File: src/rtl/pw_trigger_pkg.sv
// Shared encodings and default widths for the trigger generator/monitor pair.
// Imported by the monitor top and its synchroniser.
package pw_trigger_pkg;

  localparam int PW_DELAY_WIDTH_DEF = 20;
  localparam int PW_WIDTH_WIDTH_DEF = 17;
  localparam int PW_SYNC_STAGES_DEF = 2;

  localparam logic [2:0] ST_IDLE  = 3'd0;
  localparam logic [2:0] ST_ARMED = 3'd1;
  localparam logic [2:0] ST_DELAY = 3'd2;
  localparam logic [2:0] ST_WIDTH = 3'd3;
  localparam logic [2:0] ST_DONE  = 3'd4;

  typedef enum logic [2:0] {
    S_IDLE  = ST_IDLE,
    S_ARMED = ST_ARMED,
    S_DELAY = ST_DELAY,
    S_WIDTH = ST_WIDTH,
    S_DONE  = ST_DONE
  } pw_state_e;

endpackage

File: src/rtl/pw_sync_edge.sv
// Multi-flop synchroniser for an asynchronous level, with edge strobes
// derived from the last stage and its one-cycle delay.
module pw_sync_edge
  import pw_trigger_pkg::*;
#(
  parameter int pSYNC_STAGES = PW_SYNC_STAGES_DEF
) (
  input  logic trigger_clk,
  input  logic reset_i,
  input  logic async_i,
  output logic sync_o,
  output logic rise_o,
  output logic fall_o
);

  logic [pSYNC_STAGES-1:0] sync_q, sync_d;
  logic                    last_q, last_d;

  always_comb begin
    sync_d = {sync_q[pSYNC_STAGES-2:0], async_i};
    last_d = sync_q[pSYNC_STAGES-1];
  end

  always_ff @(posedge trigger_clk or posedge reset_i) begin
    if (reset_i) begin
      sync_q <= '0;
      last_q <= 1'b0;
    end else begin
      sync_q <= sync_d;
      last_q <= last_d;
    end
  end

  assign sync_o = sync_q[pSYNC_STAGES-1];
  assign rise_o = sync_o & ~last_q;
  assign fall_o = ~sync_o & last_q;

endmodule

File: src/rtl/pw_trigger_monitor.sv
// Measures match-to-trigger delay and trigger pulse width in trigger_clk
// cycles, posting results to the register block via valid/ack.
module pw_trigger_monitor
  import pw_trigger_pkg::*;
#(
  parameter int pTRIGGER_DELAY_WIDTH = PW_DELAY_WIDTH_DEF,
  parameter int pTRIGGER_WIDTH_WIDTH = PW_WIDTH_WIDTH_DEF,
  parameter int pSYNC_STAGES         = PW_SYNC_STAGES_DEF
) (
  input  logic                            trigger_clk,
  input  logic                            reset_i,
  input  logic                            I_trigger_in,
  input  logic                            I_match,
  input  logic                            I_arm,
  input  logic                            I_abort,
  input  logic [pTRIGGER_DELAY_WIDTH-1:0] I_timeout,
  input  logic                            I_result_ack,
  output logic [pTRIGGER_DELAY_WIDTH-1:0] O_delay,
  output logic [pTRIGGER_WIDTH_WIDTH-1:0] O_width,
  output logic                            O_result_valid,
  output logic                            O_timeout,
  output logic                            O_width_ovf,
  output logic                            O_busy
);

  localparam int DW = pTRIGGER_DELAY_WIDTH;
  localparam int WW = pTRIGGER_WIDTH_WIDTH;

  logic trig_sync, trig_rise, trig_fall;

  pw_sync_edge #(
    .pSYNC_STAGES(pSYNC_STAGES)
  ) u_sync (
    .trigger_clk(trigger_clk),
    .reset_i    (reset_i),
    .async_i    (I_trigger_in),
    .sync_o     (trig_sync),
    .rise_o     (trig_rise),
    .fall_o     (trig_fall)
  );

  pw_state_e      state_q, state_d;
  logic [DW-1:0]  dcnt_q, dcnt_d;
  logic [WW-1:0]  wcnt_q, wcnt_d;
  logic [DW-1:0]  delay_q, delay_d;
  logic [WW-1:0]  width_q, width_d;
  logic           valid_q, valid_d;
  logic           tout_q, tout_d;
  logic           ovf_q, ovf_d;
  logic           busy_q, busy_d;

  always_comb begin
    state_d = state_q;
    dcnt_d  = dcnt_q;
    wcnt_d  = wcnt_q;
    delay_d = delay_q;
    width_d = width_q;
    valid_d = valid_q;
    tout_d  = tout_q;
    ovf_d   = ovf_q;
    if (I_abort) begin
      state_d = S_IDLE;
      valid_d = 1'b0;
    end else begin
      case (state_q)
        S_IDLE: begin
          if (I_arm) begin
            state_d = S_ARMED;
            tout_d  = 1'b0;
            ovf_d   = 1'b0;
          end
        end
        S_ARMED: begin
          if (I_match) begin
            state_d = S_DELAY;
            dcnt_d  = '0;
          end
        end
        S_DELAY: begin
          // A rise on the timeout edge still counts as a real trigger.
          if (trig_rise) begin
            delay_d = dcnt_q;
            wcnt_d  = WW'(1);
            state_d = S_WIDTH;
          end else if (I_timeout != '0 &&
                       dcnt_q == I_timeout - DW'(1)) begin
            delay_d = I_timeout;
            width_d = '0;
            tout_d  = 1'b1;
            valid_d = 1'b1;
            state_d = S_DONE;
          end else if (dcnt_q == '1) begin
            delay_d = '1;
            width_d = '0;
            tout_d  = 1'b1;
            valid_d = 1'b1;
            state_d = S_DONE;
          end else begin
            dcnt_d = dcnt_q + DW'(1);
          end
        end
        S_WIDTH: begin
          // WIDTH only persists while high, so the first low is a fall.
          if (trig_fall) begin
            width_d = wcnt_q;
            valid_d = 1'b1;
            state_d = S_DONE;
          end else if (wcnt_q == '1) begin
            ovf_d = 1'b1;
          end else begin
            wcnt_d = wcnt_q + WW'(1);
          end
        end
        S_DONE: begin
          if (I_result_ack) begin
            state_d = S_IDLE;
            valid_d = 1'b0;
          end
        end
        default: state_d = S_IDLE;
      endcase
    end
    busy_d = (state_d != S_IDLE);
  end

  always_ff @(posedge trigger_clk or posedge reset_i) begin
    if (reset_i) begin
      state_q <= S_IDLE;
      dcnt_q  <= '0;
      wcnt_q  <= '0;
      delay_q <= '0;
      width_q <= '0;
      valid_q <= 1'b0;
      tout_q  <= 1'b0;
      ovf_q   <= 1'b0;
      busy_q  <= 1'b0;
    end else begin
      state_q <= state_d;
      dcnt_q  <= dcnt_d;
      wcnt_q  <= wcnt_d;
      delay_q <= delay_d;
      width_q <= width_d;
      valid_q <= valid_d;
      tout_q  <= tout_d;
      ovf_q   <= ovf_d;
      busy_q  <= busy_d;
    end
  end

  assign O_delay        = delay_q;
  assign O_width        = width_q;
  assign O_result_valid = valid_q;
  assign O_timeout      = tout_q;
  assign O_width_ovf    = ovf_q;
  assign O_busy         = busy_q;

endmodule
File: config.mk
export PLATFORM = sky130hd
export DESIGN_NAME = pw_trigger_monitor
export DESIGN_NICKNAME = d
export VERILOG_FILES = /design/src/rtl/pw_trigger_pkg.sv /design/src/rtl/pw_sync_edge.sv /design/src/rtl/pw_trigger_monitor.sv
export SDC_FILE = /design/constraint.sdc
export NUM_CORES = 1
export LEC_CHECK = 0
export ABC_CLOCK_PERIOD_IN_PS = 3100
export CAP_MARGIN = 30
export CORE_MARGIN = 4
export CORE_UTILIZATION = 51
export CTS_CLUSTER_SIZE = 16
export DETAILED_ROUTE_END_ITERATION = 7
export PLACE_DENSITY_LB_ADDON = 0.3
export SYNTH_ARGS = -nofsm -noshare
export SYNTH_HDL_FRONTEND = slang
export SYNTH_SLANG_ARGS = --single-unit
File: constraint.sdc
create_clock -name trigger_clk -period 3.1 [get_ports trigger_clk]
set_input_delay 0.62 -clock trigger_clk [delete_from_list [all_inputs] [get_ports trigger_clk]]
set_output_delay 0.62 -clock trigger_clk [all_outputs]
set_load 0.02 [all_outputs]
==> impl_metrics.csv, run 1 <==
group,metric,value,unit
synth,yosysTopAreaCell,"dfrtp_1",
synth,avgSynthCellArea,9.02,um^2
global_route,grtUsageTotal,0.276,
timing,hold_viol_final,0,
route,drtAntennaViolNets,0,
route,route.detailed.drc,0,
timing,fin_crit_sh,1.03,
floorplanning,die_h,109,um
critical_path,cp_data_arrival_time,3.45,ns
timing,fin_worst_skew,0.0140,ns
floorplanning,design.core.area,9910,um^2
final_layout,utilization,0.752,
placement,pre_cts_slack,-1.03,ns
timing,slew_viol_final,0,
cts,cts.clk_slew.worst_paths,0.11,ns
min_path,hold_depth,0,
global_route,grt_pass1_vias,5244,
timing,worstMarginPinSlew,1.09,ns
synth,synth_warnings,0,
synth,ys_seq_area_frac,0.401,
critical_path,r2r-start,"dcnt_q[0]",
global_route,grt_max_degree,54,
placement,gp_congestion,0.920,
critical_path,start_kind,"input port",
placement,hpwl,10900,um
critical_path,r2r_cells,10,
floorplanning,row_count,36,
cts,cts_buffers,9,
cts,cts_max_level,3,
synth,synthCells,581,
placement,place_area,6670,um^2
synth,synth_edf_count,0,
synth,syn_area,5240,um^2
critical_path,required,3.37,ns
timing,timing.final.ws_setup,-0.0853,ns
timing,rsz0062_at_grt,"yes",
floorplanning,io_pins,68,
synth,yosysTopAreaCellShare,0.401,
final_layout,post-route-cell-area,7460,um^2
synth,ys_ff_latch,84,
job,drv_cap,0,
power,powerDensity,537,nW/um^2
final_layout,nNetsFinal,758,
synth,ys_types,64,
route,routed_wl,16800,um
route,drt_iter0_markers,597,
floorplanning,die_w,109,um
status,violations,"setup timing",
route,firstDrtPassIters,7,
placement,portBuffers,67,
global_route,antenna_found_initial,0,
global_route,grt-ovfl-total,0,
synth,synth_most_common_cell,"dfrtp_1",
cts,cts-root-buf,"clkbuf_8",
cts,clock_path_buffers,2,
power,p_leak,3.24,nW
synth,synth.area.top_cells,"dfrtp_1, mux2_2, nor2_1",
min_path,hold_start,"u_sync.sync_q[0]",
critical_path,startpoint,"I_timeout[1]",
route,wl_per_cell,19.5,um
final_layout,diodes,0,
final_layout,drive_gt1_frac,0.290,
cts,cts_num_sinks,84,
global_route,grt_pass1_wl,26000,um
timing,maxSlewHeadroom,0.276,
timing,fin_crit,3.19,ns
floorplanning,die_area,12000,um^2
synth,async_flop_share,1.00,
critical_path,cp_max_fo,10,
synth,syn-num-nets,613,
critical_path,cp-end-kind,"flop",
route,num_vias,5346,
status,outcome,"finished, violations left",
cts,clk_latency,0.37,ns
final_layout,area_growth,42.2,%
timing,setup_viol,45,
route,viasPerCell,6.19,
synth,yosys-top-cells-count,"dfrtp_1, nor2_1, nand2_1",
timing,max_freq,0.314,GHz
synth,synth_top_flop_cell,"dfrtp_1",
cts,cts_tree,"yes",
min_path,hold_path.class,"reg -> reg",
power,p_total,4.00,mW
critical_path,path_class,"in -> reg",
power,vdd_drop_max,0.323,mV
floorplanning,initial_core_util,0.529,
[critical path: stages]
cell	delay [ns]
buf_6	0.10
inv_12	0.03
ha_4	0.16
buf_12	0.13
or2_2	0.27
a211o_1	0.26
a211o_1	0.30
a21oi_2	0.23
a31oi_4	0.07
o41ai_4	0.39
o21a_2	0.28
buf_6	0.16
buf_16	0.13
mux2_4	0.31
[cells by family (layout without fill, tap and decap cells)]
logic type      Yosys count  after routing  synth area share
compound gates          124            124             0.169
xor+xnor                 35             35            0.0611
fa+ha+maj                 5              5            0.0119
buf+inv                  52            202            0.0437
flops                    84             84             0.401
mux                      25             25            0.0525
simple gates            256            256             0.261
[cell usage in the layout, fill, tap and decap left out, types with 11 or more instances in the layout]
master / instances
dfrtp_1: 84
buf_4: 76
nor2_1: 59
nand2_1: 53
clkdlybuf4s50_1: 49
nand3_1: 30
buf_6: 22
o21ai_0: 19
a21oi_1: 18
mux2_4: 18
xor2_1: 17
a22o_1: 17
xnor2_1: 15
and3_1: 13
inv_1: 12
a21oi_2: 11
o211ai_1: 11
[flip-flops by register name, indices dropped and copies added (netlist names)]
name            flops
O_delay            20
dcnt_q             20
O_width            17
wcnt_q             17
state_q             3
u_sync.sync_q       2
O_busy              1
O_result_valid      1
O_timeout           1
O_width_ovf         1
u_sync.last_q       1
[layer usage]
| metal | GRT usage | wire, um |
|---|---|---|
| met1 | 0.356 | 6610 |
| met3 | 0.0581 | 1370 |
| met2 | 0.453 | 8280 |
| met5 | 0 | 0 |
| met4 | 0.108 | 579 |
[path summary, 6_finish.rpt]
check                                   end  slack (ns)
max in group asynchronous        state_q[2]        1.82
hold / removal             u_sync.sync_q[1]        0.35
min in group asynchronous        wcnt_q[10]        0.60
setup / recovery                 O_delay[6]       -0.09
hold reg to reg            u_sync.sync_q[1]        0.35
setup reg to reg                 O_delay[6]        0.13
[power breakdown]
| group | internal [mW] | leakage [nW] | total [mW] | switching, mW |
|---|---|---|---|---|
| combinational | 0.813 | 2.06 | 1.68 | 0.872 |
| sequential | 1.31 | 1.08 | 1.52 | 0.209 |
| clock | 0.321 | 0.103 | 0.802 | 0.481 |
[timing repair]
item	in CTS	in global routing
hold buffers	0	0
setup buffers	13	10
cloned	4	0
pin swaps	20	26
setup endpoints to repair	62	61
resized for setup	92	44
[metrics by stage]
stage	hold slack, ns	instances	setup TNS (ns)
after detailed placement	0.335	824	-52.40
final	0.355	864	-2.27
after CTS	0.356	856	-0.455
after global placement	0.334	822	-47.28
after floorplan	0.331	581	-3.50
after global routing	0.367	864	-4.41
[layout make-up]
cell class | instances | area [um^2]
multi-input combinational | 445 | 3260
fill | 667 | 2450
sequential | 84 | 2100
timing repair buffer | 171 | 1650
tap | 133 | 166
clock buffer | 9 | 124
inverter | 15 | 77.6
clock inverter | 7 | 76.3
Note: power is estimated with default switching activity, not from simulation.
==> run 2: changes to the inputs <==
Settings changed: SLEW_MARGIN from default to 10.
==> run 2 against run 1 <==
The flow still finishes with violations (setup timing). Count of clock-buffer cells in the layout is the same. Cell count shrank 1.2%. Via count shrank 3.7%. Total power shrank 1.6%. First-iteration DRC count shrank 13%. Routed wire length shrank 6.3%. Setup slack lost 0.0075 ns. Core utilization shrank 2.9 points. Largest power group unchanged.
==> impl_metrics.csv, run 2 (synthesis gave the netlist of run 1 again) <==
group,metric,value,unit
status,outcome,"finished, violations left",
status,violations,"setup timing",
floorplanning,die_w,109,um
critical_path,required,3.37,ns
placement,place_area,6670,um^2
cts,cts_buffers,9,
critical_path,worst_path_max_delay_cell,"or4b_4",
route,routed_wl,15800,um
final_layout,diodes,0,
cts,clk_latency,0.38,ns
placement,portBuffers,67,
cts,cts.clk_slew.worst_paths,0.11,ns
timing,timing.final.ws_setup,-0.0929,ns
power,powerDensity,550,nW/um^2
route,firstDrtPassIters,5,
job,drv_cap,0,
timing,holdWs,0.355,ns
final_layout,multi_input_area,3120,um^2
critical_path,cp_data_arrival_time,3.46,ns
timing,rsz0062_at_grt,"yes",
route,drtAntennaViolNets,0,
min_path,hold_path.class,"reg -> reg",
final_layout,final_cell_mix,"dfrtp_1, buf_4, nor2_1, nand2_1, clkdlybuf4s50_1",
power,switchingPower,1.52,mW
cts,clock_path_buffers,2,
final_layout,utilization,0.723,
timing,maxSlewHeadroom,0.385,
floorplanning,die_area,12000,um^2
critical_path,start_kind,"input port",
route,drt_iter0_markers,518,
timing,max_freq,0.313,GHz
critical_path,path_cells,"dlygate4sd2_1 > or4b_4 > nor4_4 > buf_4 > mux2i_1 > nor3b_1 > nor2_1 > o41ai_2 > o21a_2 > buf_6 > buf_16 > mux2_4",
timing,worstMarginPinSlew,0.922,ns
final_layout,drive_gt1_frac,0.257,
power,pwr-share-clk,0.205,
cts,cts_num_sinks,84,
power,vdd_drop_max,0.279,mV
floorplanning,row_count,36,
timing,fin_crit,3.19,ns
final_layout,post-route-cell-area,7170,um^2
power,pwr-share-comb,0.411,
route,wl_per_cell,18.5,um
critical_path,cp-end-kind,"flop",
cts,cts_max_level,3,
global_route,grt-ovfl-total,0,
final_layout,fillers,755,
global_route,grtUsageTotal,0.267,
placement,gp_congestion,0.920,
final_layout,seqCellArea,2100,um^2
timing,setup_viol,16,
floorplanning,io_pins,68,
floorplanning,die_h,109,um
timing,fin_crit_sh,1.03,
final_layout,final_common_cell,"dfrtp_1",
timing,fin_worst_skew,0.0201,ns
global_route,grt_busiest_layer,"met2",
route,viasPerCell,6.03,
timing,hold_viol_final,0,
global_route,met2_usage,0.446,
cts,cts_hold_buf,0,
final_layout,area_growth,36.8,%
route,route.detailed.drc,0,
global_route,grt_pass1_vias,5240,
route,num_vias,5148,
timing,slew_viol_final,0,
global_route,globalRouteMet1Util,0.347,
critical_path,cpPeakStageDelay,0.56,ns
placement,pre_cts_slack,-0.967,ns
power,p_int,2.42,mW
placement,hpwl,11000,um
global_route,grt_max_degree,54,
global_route,antenna_found_initial,0,
floorplanning,initial_core_util,0.529,
final_layout,nNetsFinal,748,
global_route,grt_pass1_wl,25400,um
critical_path,path_class,"in -> reg",
power,power_frac_seq,0.384,
power,swShare,0.385,
cts,cts-root-buf,"clkbuf_8",
cts,cts_tree,"yes",
critical_path,cp_max_fo,5,
global_route,use_met3,0.0423,
power,p_leak,3.08,nW
floorplanning,design.core.area,9910,um^2
## run 2: through the flow
stage,cells,setup TNS (ns),power [mW]
global route,854,-2.84,4.13
finish,854,-1.22,3.94
floorplan,581,-3.50,2.37
CTS,852,-0.0377,3.89
detailed placement,824,-50.11,3.06
global placement,822,-47.28,3.00
## run 2: worst paths after layout
check                                 start          endpoint  slack, ns  depth (start not counted)
setup / recovery              I_timeout[13]        O_delay[9]      -0.09                         12
hold / removal             u_sync.sync_q[0]  u_sync.sync_q[1]       0.36                          0
setup reg to reg                  dcnt_q[1]        O_delay[9]       0.15                          9
hold reg to reg            u_sync.sync_q[0]  u_sync.sync_q[1]       0.36                          0
max in group asynchronous           reset_i        dcnt_q[14]       1.82                          3
min in group asynchronous           reset_i       O_width[14]       0.59                          2
## run 2: worst max-delay path: cells and delay by family
kind / cells / cell delay (ns)
simple gates: 4 / 1.08
buf+inv: 4 / 0.75
compound gates: 2 / 0.63
mux: 2 / 0.38
## run 2: metal layers
metal	up-vias	part of all wire
li1	2398	-
met2	231	0.49
met5	-	0
met4	0	0.028
met3	46	0.065
met1	2473	0.42
## run 2: power by group through the flow
stage | clock network, mW | logic [mW] | registers [mW]
finish | 0.806 | 1.62 | 1.51
global route | 0.857 | 1.74 | 1.54
CTS | 0.815 | 1.57 | 1.50
detailed placement | 0 | 1.54 | 1.52
global placement | 0 | 1.49 | 1.51
floorplan | 0 | 0.729 | 1.64
## run 2: what timing repair did
action | in CTS | in global routing
pin swaps | 17 | 14
endpoints found under the hold margin | 0 | 0
cloned | 3 | 0
setup buffers | 11 | 3
setup endpoints to repair | 62 | 63
resized for setup | 68 | 29
## run 2: cell type report
cell class,count,area share
clock buffer,9,0.0173
clock inverter,7,0.0110
inverter,15,0.0108
multi-input combinational,445,0.435
sequential,84,0.293
tap,133,0.0232
timing repair buffer,161,0.209
